$ cat src/rtl/xma_coef_ctrl.sv
// Coefficient controller: software-writable shadow bank, copied atomically into the
// active bank on the first sync after a commit. Optional readback port: XMA_COEF_READBACK_EN.
module xma_coef_ctrl #(
  parameter int          NQDRV   = 4,
  parameter int          TIMEOUT = 65535,
  parameter logic [31:0] UNITY   = 32'h7FFF_0000,
  localparam int         IW      = (NQDRV > 1) ? $clog2(NQDRV) : 1
) (
  input  logic                      clk,
  input  logic                      rst,
  input  logic                      wr_en,
  input  logic [IW-1:0]             wr_row,
  input  logic [IW-1:0]             wr_col,
  input  logic [31:0]               wr_data,
  input  logic                      commit,
  input  logic                      sync,
`ifdef XMA_COEF_READBACK_EN
  input  logic [IW-1:0]             rd_row,
  input  logic [IW-1:0]             rd_col,
  input  logic                      rd_bank,
  output logic [31:0]               rd_data,
`endif
  output logic [NQDRV*NQDRV*32-1:0] coef,
  output logic                      busy,
  output logic                      swap_done,
  output logic                      timeout,
  output logic                      wr_err,
  output logic [7:0]                err_cnt
);

  localparam int             CW       = (TIMEOUT > 1) ? $clog2(TIMEOUT) : 1;
  localparam logic [CW-1:0]  CNT_LAST = CW'(TIMEOUT - 1);
  localparam logic [IW:0]    NQ_W     = (IW+1)'(NQDRV);

  typedef enum logic {IDLE, PENDING} state_t;

  state_t        state_q, state_d;
  logic [CW-1:0] cnt_q;
  logic [31:0]   shadow [NQDRV][NQDRV];
  logic [31:0]   active [NQDRV][NQDRV];
  logic          wr_in_range, wr_ok, wr_rej, do_swap, do_abort;

  assign wr_in_range = ({1'b0, wr_row} < NQ_W) && ({1'b0, wr_col} < NQ_W);
  assign busy        = (state_q == PENDING);

  // NOTE: every output of this block gets a default first, so no path infers a latch.
  always_comb begin
    state_d  = state_q;
    wr_ok    = 1'b0;
    wr_rej   = 1'b0;
    do_swap  = 1'b0;
    do_abort = 1'b0;
    case (state_q)
      IDLE: begin
        wr_ok  = wr_en && wr_in_range;
        wr_rej = wr_en && !wr_in_range;
        if (commit) state_d = PENDING;
      end
      PENDING: begin
        wr_rej = wr_en;
        if (sync) begin
          do_swap = 1'b1;
          state_d = IDLE;
        end else if (cnt_q == CNT_LAST) begin
          do_abort = 1'b1;
          state_d  = IDLE;
        end
      end
      default: state_d = IDLE;
    endcase
  end

  // NOTE: sequential state uses non-blocking assignments so all flops update together.
  always_ff @(posedge clk or posedge rst) begin
    if (rst) begin
      state_q   <= IDLE;
      cnt_q     <= '0;
      swap_done <= 1'b0;
      timeout   <= 1'b0;
      wr_err    <= 1'b0;
      err_cnt   <= '0;
    end else begin
      state_q   <= state_d;
      // Held at zero in IDLE, so the count starts from 0 on the commit edge.
      cnt_q     <= (state_q == IDLE) ? '0 : cnt_q + 1'b1;
      swap_done <= do_swap;
      timeout   <= do_abort;
      wr_err    <= wr_rej;
      if (wr_rej && err_cnt != 8'hFF) err_cnt <= err_cnt + 8'd1;
    end
  end

  // NOTE: both banks are flop arrays, not RAM, so they take the identity reset directly.
  always_ff @(posedge clk or posedge rst) begin
    if (rst) begin
      for (int i = 0; i < NQDRV; i++)
        for (int j = 0; j < NQDRV; j++) begin
          shadow[i][j] <= (i == j) ? UNITY : 32'h0;
          active[i][j] <= (i == j) ? UNITY : 32'h0;
        end
    end else begin
      if (wr_ok) shadow[wr_row][wr_col] <= wr_data;
      // Swap and accepted writes are exclusive by state, so the copy sees a stable shadow.
      if (do_swap)
        for (int i = 0; i < NQDRV; i++)
          for (int j = 0; j < NQDRV; j++)
            active[i][j] <= shadow[i][j];
    end
  end

  always_comb begin
    coef = '0;
    for (int i = 0; i < NQDRV; i++)
      for (int j = 0; j < NQDRV; j++)
        coef[(i*NQDRV+j)*32 +: 32] = active[i][j];
  end

`ifdef XMA_COEF_READBACK_EN
  logic rd_in_range;
  assign rd_in_range = ({1'b0, rd_row} < NQ_W) && ({1'b0, rd_col} < NQ_W);

  always_ff @(posedge clk or posedge rst) begin
    if (rst)              rd_data <= '0;
    else if (!rd_in_range) rd_data <= '0;
    else                  rd_data <= rd_bank ? active[rd_row][rd_col] : shadow[rd_row][rd_col];
  end
`endif

endmodule

$ cat config.mk
export PLATFORM = sky130hd
export DESIGN_NAME = xma_coef_ctrl
export DESIGN_NICKNAME = d
export VERILOG_FILES = /design/src/rtl/xma_coef_ctrl.sv
export SDC_FILE = /design/constraint.sdc
export NUM_CORES = 2
export LEC_CHECK = 0
export CAP_MARGIN = 5
export CELL_PAD_IN_SITES_DETAIL_PLACEMENT = 1
export CELL_PAD_IN_SITES_GLOBAL_PLACEMENT = 2
export CORE_UTILIZATION = 35
export DETAILED_ROUTE_END_ITERATION = 16
export PLACE_DENSITY = 0.75
export RECOVER_POWER = 50
export SYNTH_ARGS = -nofsm -noshare
export SYNTH_HDL_FRONTEND = slang
export SYNTH_SLANG_ARGS = --single-unit
$ cat constraint.sdc
create_clock -name clk -period 49.2 [get_ports clk]
set_clock_uncertainty 0.2 [all_clocks]
set_input_delay 9.84 -clock clk [delete_from_list [all_inputs] [get_ports clk]]
set_output_delay 9.84 -clock clk [all_outputs]
set_load 0.01 [all_outputs]
# Word-level counts from Yosys, hierarchy flattened
# Index checks and enable logic that the tools add are counted.
[op_classes]
addsub = 2
multipliers = 0
n_div = 0
order_cmp = 4
n_eq_ne = 2
shifts = 0
muxes = 17
bitwise = 3
reduce_logical = 3
[op_table]
columns = ["cell", "count"]
rows = [
  ["bitwise mux 512 bit", 1],
  ["demux 128 bit (select 2 bit)", 1],
  ["2-to-1 mux 128 bit", 1],
  ["demux 32 bit (select 2 bit)", 1],
  ["2-to-1 mux 32 bit", 1],
  ["adder 16 x 1 -> 16 bit (second input constant)", 1],
  ["equality test 16 bit (second input constant)", 1],
  ["2-to-1 mux 16 bit", 1],
  ["2-to-1 mux 1 bit", 9],
  ["adder 8 x 1 -> 8 bit (second input constant)", 1],
  ["!= test 8 bit (second input constant)", 1],
  [">= comparator 3 bit (second input constant)", 2],
  ["less-than comparator 3 x 1 -> 1 bit (second input constant)", 2],
  ["inverter 2 -> 3 bit", 2],
  ["case mux 1 bit (2 select lines)", 2],
  ["logical AND 1 bit", 3],
  ["inverter 1 bit", 1],
]
[word_totals]
ff_bits = 1052
latch_bits = 0
mem_bits_rw = 0
mem_bits_ro = 0
inputBits = 41
out_inout_bits = 524
wordCells = 69
memories = 0

# Logic depth before layout (Yosys ltp)
[depth]
word_depth = 8
mapped_depth = 7

# Worst setup path before layout
# No wires, ideal clock.
[synth_timing]
path_kind = "input to register"
start = "in wr_col[0]"
end = "reg shadow[32] (netlist name)"
arrival_ps = 10889
required_ps = 48875
slack_ps = 37986
cell_stages = 5
cell_sequence = "and4bb_2 nor2b_1 buf_6 buf_6 mux2_2"
[synth_between]
elab_chain_cells = 8
elab_cells_between_ends = 9
[synth_rtl]
columns = ["item", "line", "rtl"]
rows = [
  ["start: declaration", "13", "input logic [IW-1:0] wr_col,"],
  ["inverter 2 -> 3 bit (not written as such) (*)", "102", "if (wr_ok) shadow[wr_row][wr_col] <= wr_data;"],
  [">= comparator 3 bit (not written as such) / less-than comparator 3 x 1 -> 1 bit (equally long branches)", "102", ""],
  ["logical AND 1 bit (not written as such)", "102", ""],
  ["2-to-1 mux 32 bit (not written as such)", "102", ""],
  ["demux 32 bit (select 2 bit) (*)", "102", ""],
  ["2-to-1 mux 128 bit (not written as such) (*)", "102", ""],
  ["demux 128 bit (select 2 bit) (*)", "102", ""],
  ["bitwise mux 512 bit (*)", "102", ""],
  ["end signal: indexed assignment", "98", "shadow[i][j] <= (i == j) ? UNITY : 32'h0;"],
  ["end signal: indexed assignment", "102", ""],
  ["end: declaration", "39", "logic [31:0] shadow [NQDRV][NQDRV];"],
]
# Every way passes the cells marked *; elsewhere a longest branch is shown, timed or not.
# A chain may end at the register's enable or synchronous reset.

==> impl_results.md <==
* Outcome: complete, but fails checks
* Failing checks: capacitance limit, slew limit
* Fin crit period at around 21000 ps
* Worst Setup Start Kind: input pin
* CTS Buffer Depth at 3
* TritonCTS clock tree: yes
* Pwr dens at ~55 nW/um^2
* Root Driver: clkbuf_16
* Placed instance count at ~5300
* Xor and xnor area share after synthesis at 0.1100%
* Largest net degree at the start of global routing at roughly 180
* Synth Area in Simple Gates at around 16%
* Tcrit/Tclk final at 42.38%
* Worst Path Arrival at 19360 ps
* Cts hold-fix bufs at 0
* Synth Cell Area at just under 40000 sq um
* Number of synthesized flops with an enable pin at 0
* # setup viols final at 0
* Clock Pin Slew Worst Setup and Hold Paths at ~60 ps
* Antenna-violating nets left at 0
* Hold Path Class: flip-flop to flip-flop
* Slew Viols, Final at 969
* WL per Instance at 21.95 microns
* RSZ-0062 raised after global routing: false
* Netlist cell types at 39
* Total Routed Length at 121.7 mm
* Slew HR at -456.2%
* Setup TNS at 0 ps
* Design Area, Final at around 50000 sq um
* Vias in the first global route at 28330
* Critical Path RT at around 48000 ps
* Max-cap violations at 18
* Mux contribution to synthesized area at 14.82%
* HPWL after DPL at a little under 80 mm
* FMAX at between 0.04 and 0.05 GHz
* GPL Wtd Cong at 0.7479
* Compound-Gate Fraction of Synth Area at less than 1%
* Reg area at between 20000 and 30000 sq um
* DRC viols at 0
* Setup Fix Bufs, Post-CTS at 0
* Share of the synthesized area in the top cell type at approximately three fifths
* Vias at 26500
* Syn Nets at 3473
* Register area share after synthesis at between 60% and 70%
* Maximum vdd drop at approximately 0.026 mV
* Ranking of synthesized cells by area: dfrtp_1, nand2_1, mux2_2, dfstp_2, clkbuf_1
* Core box area at between 100000 and 150000 sq um
* Pre-antenna DRT Iters at 5
* Initial Utilization at between 30% and 40%
* Count of input and output buffers at approximately 560
* Worst Setup End Kind: asynchronous set/reset pin
* Die Area at 115000 sq um
* Die Span Y at roughly 340 microns
* Multi-input logic area at between 10000 and 15000 sq um
* Final Hold Fails at 0
* Initial antenna violation count at 5
* Fill count at approximately 12000
* Leakage at 25.05 nW
* CTS resizes at 0
* I/O pin total at ~570
* Largest area contributor in the synthesized netlist: dfrtp_1
* Chip width at 339.2 microns
* Global-route wire length before repair at 185.7 mm
* Most used DFF post-synth: dfrtp_1
* Worst slew pin tran at ~8300 ps
* Yosys reg bits at roughly 1100
* Nets at between 3000 and 4000
* Layout cells sized above 1 at between 20% and 30%
* Via density at ~4.8
* Mapped Avg Cell Area at ~12 sq um
* Clock latency at the later pin of the worst-skew pair at roughly 700 ps
* Total track usage at around a fifth
* Hold WS at 246.6 ps
* Inserted Clock Buffers at 113
* Htree depth at 3
* Row cnt at around 120
* Post-Layout Cell Count at approximately 5500
* Synth Instances at 3429
* Synth warn at 0
* Post-DP Area at around 47000 sq um
* Initial drt markers at approximately 1400
* Clock sinks at 1052
* Crit Path Category: input pin to asynchronous set/reset pin
* Crit-path max FO at approximately 160
* Synth async-reset ratio at between 90% and 100%
* Largest family of logic cells by synthesized area: simple AND/OR/NAND/NOR gates
* Area grow syn2layout at 26.61%
* Post-Synth Adder-Cell Area at less than 1%
* Remaining Overflow, GRT at 0
metrics by stage:
stage          total power, mW  util (%)  worst slack [ps]
6_report                 2.787     44.72             28350
5_1_grt                  2.932     44.72             26180
4_1_cts                  2.874     44.87             36130
3_5_place_dp             2.005     41.55             35390
3_3_place_gp             1.985     41.55             35450
2_1_floorplan            1.564         -              9748
report_power, final:
part	switching, mW	internal (mW)
Combinational	0.299	0.326
Clock	0.351	0.501
Sequential	0.180	1.13
critical path: stages:
cell and delay (ps):
dlygate4sd3_1 550, clkinvlp_2 2760, clkbuf_1 6060
cell usage after synthesis (3+ instances only):
cell and instances:
nand2_1 1560, dfrtp_1 932, mux2_2 498, clkbuf_1 131, dfstp_2 120, buf_2 31
buf_4 17, buf_1 12, mux2_4 12, buf_6 11, a21oi_1 8, inv_1 8
nand3_1 8, nor2_1 8, nand4_1 7, nor2b_1 7, mux2_1 6, nor4_1 6
o21ai_0 6, nand2b_1 5, mux2i_1 4, or3_1 4, a211oi_1 3, ha_1 3
o31ai_1 3, xnor2_1 3
routing by layer:
layer  GRT usage (%)  share of wire [%]  up-vias
met3           3.567                3.4      177
met1           27.19                 42    13910
met2           36.73                 51      443
met5               0              0.028        -
met4           6.794                3.0        6
li1                -                  -    11970
final timing paths:
check | start | endpoint | slack, ps | cells after the start
setup / recovery | rst | shadow[77] | 28350 | 3
hold / removal | shadow[180] | coef[340] | 250 | 2
setup reg to reg | busy | coef[117] | 41690 | 7
hold reg to reg | shadow[180] | coef[340] | 250 | 2
max in group clk | sync | coef[117] | 32940 | 7
min in group asynchronous | rst | coef[108] | 10930 | 2
kinds of logic after synthesis:
logic type / count (synthesis)
compound gates: 23
mux: 520
simple gates: 1615
fa+ha+maj: 3
xor+xnor: 5
buf+inv: 211
flops: 1052
layout make-up:
cell class	count	share of cell area [%]
antenna	2	0.009934
clock buffer	175	6.780
clock inverter	35	0.6333
inverter	9	0.08444
multi-input combinational	2166	24.48
sequential	1052	52.55
tap	1500	3.725
timing repair buffer	604	11.73
placed cells by master (no fill, tap or decap), drive strengths merged, types with 11 or more instances in the layout:
cell	n
dfrtp	932
dlygate4sd3	387
clkbuf	193
clkdlybuf4s50	176
dfstp	120
mux2	516
nand2	1560
clkinv	24
buf	23
inv	11
sequential cells by signal, indices dropped and copies added, names as in the netlist:
name and count:
coef 512, shadow 512, cnt_q 16, err_cnt 8, busy 1, swap_done 1, timeout 1, wr_err 1
Note: power is estimated with default switching activity, not from simulation.
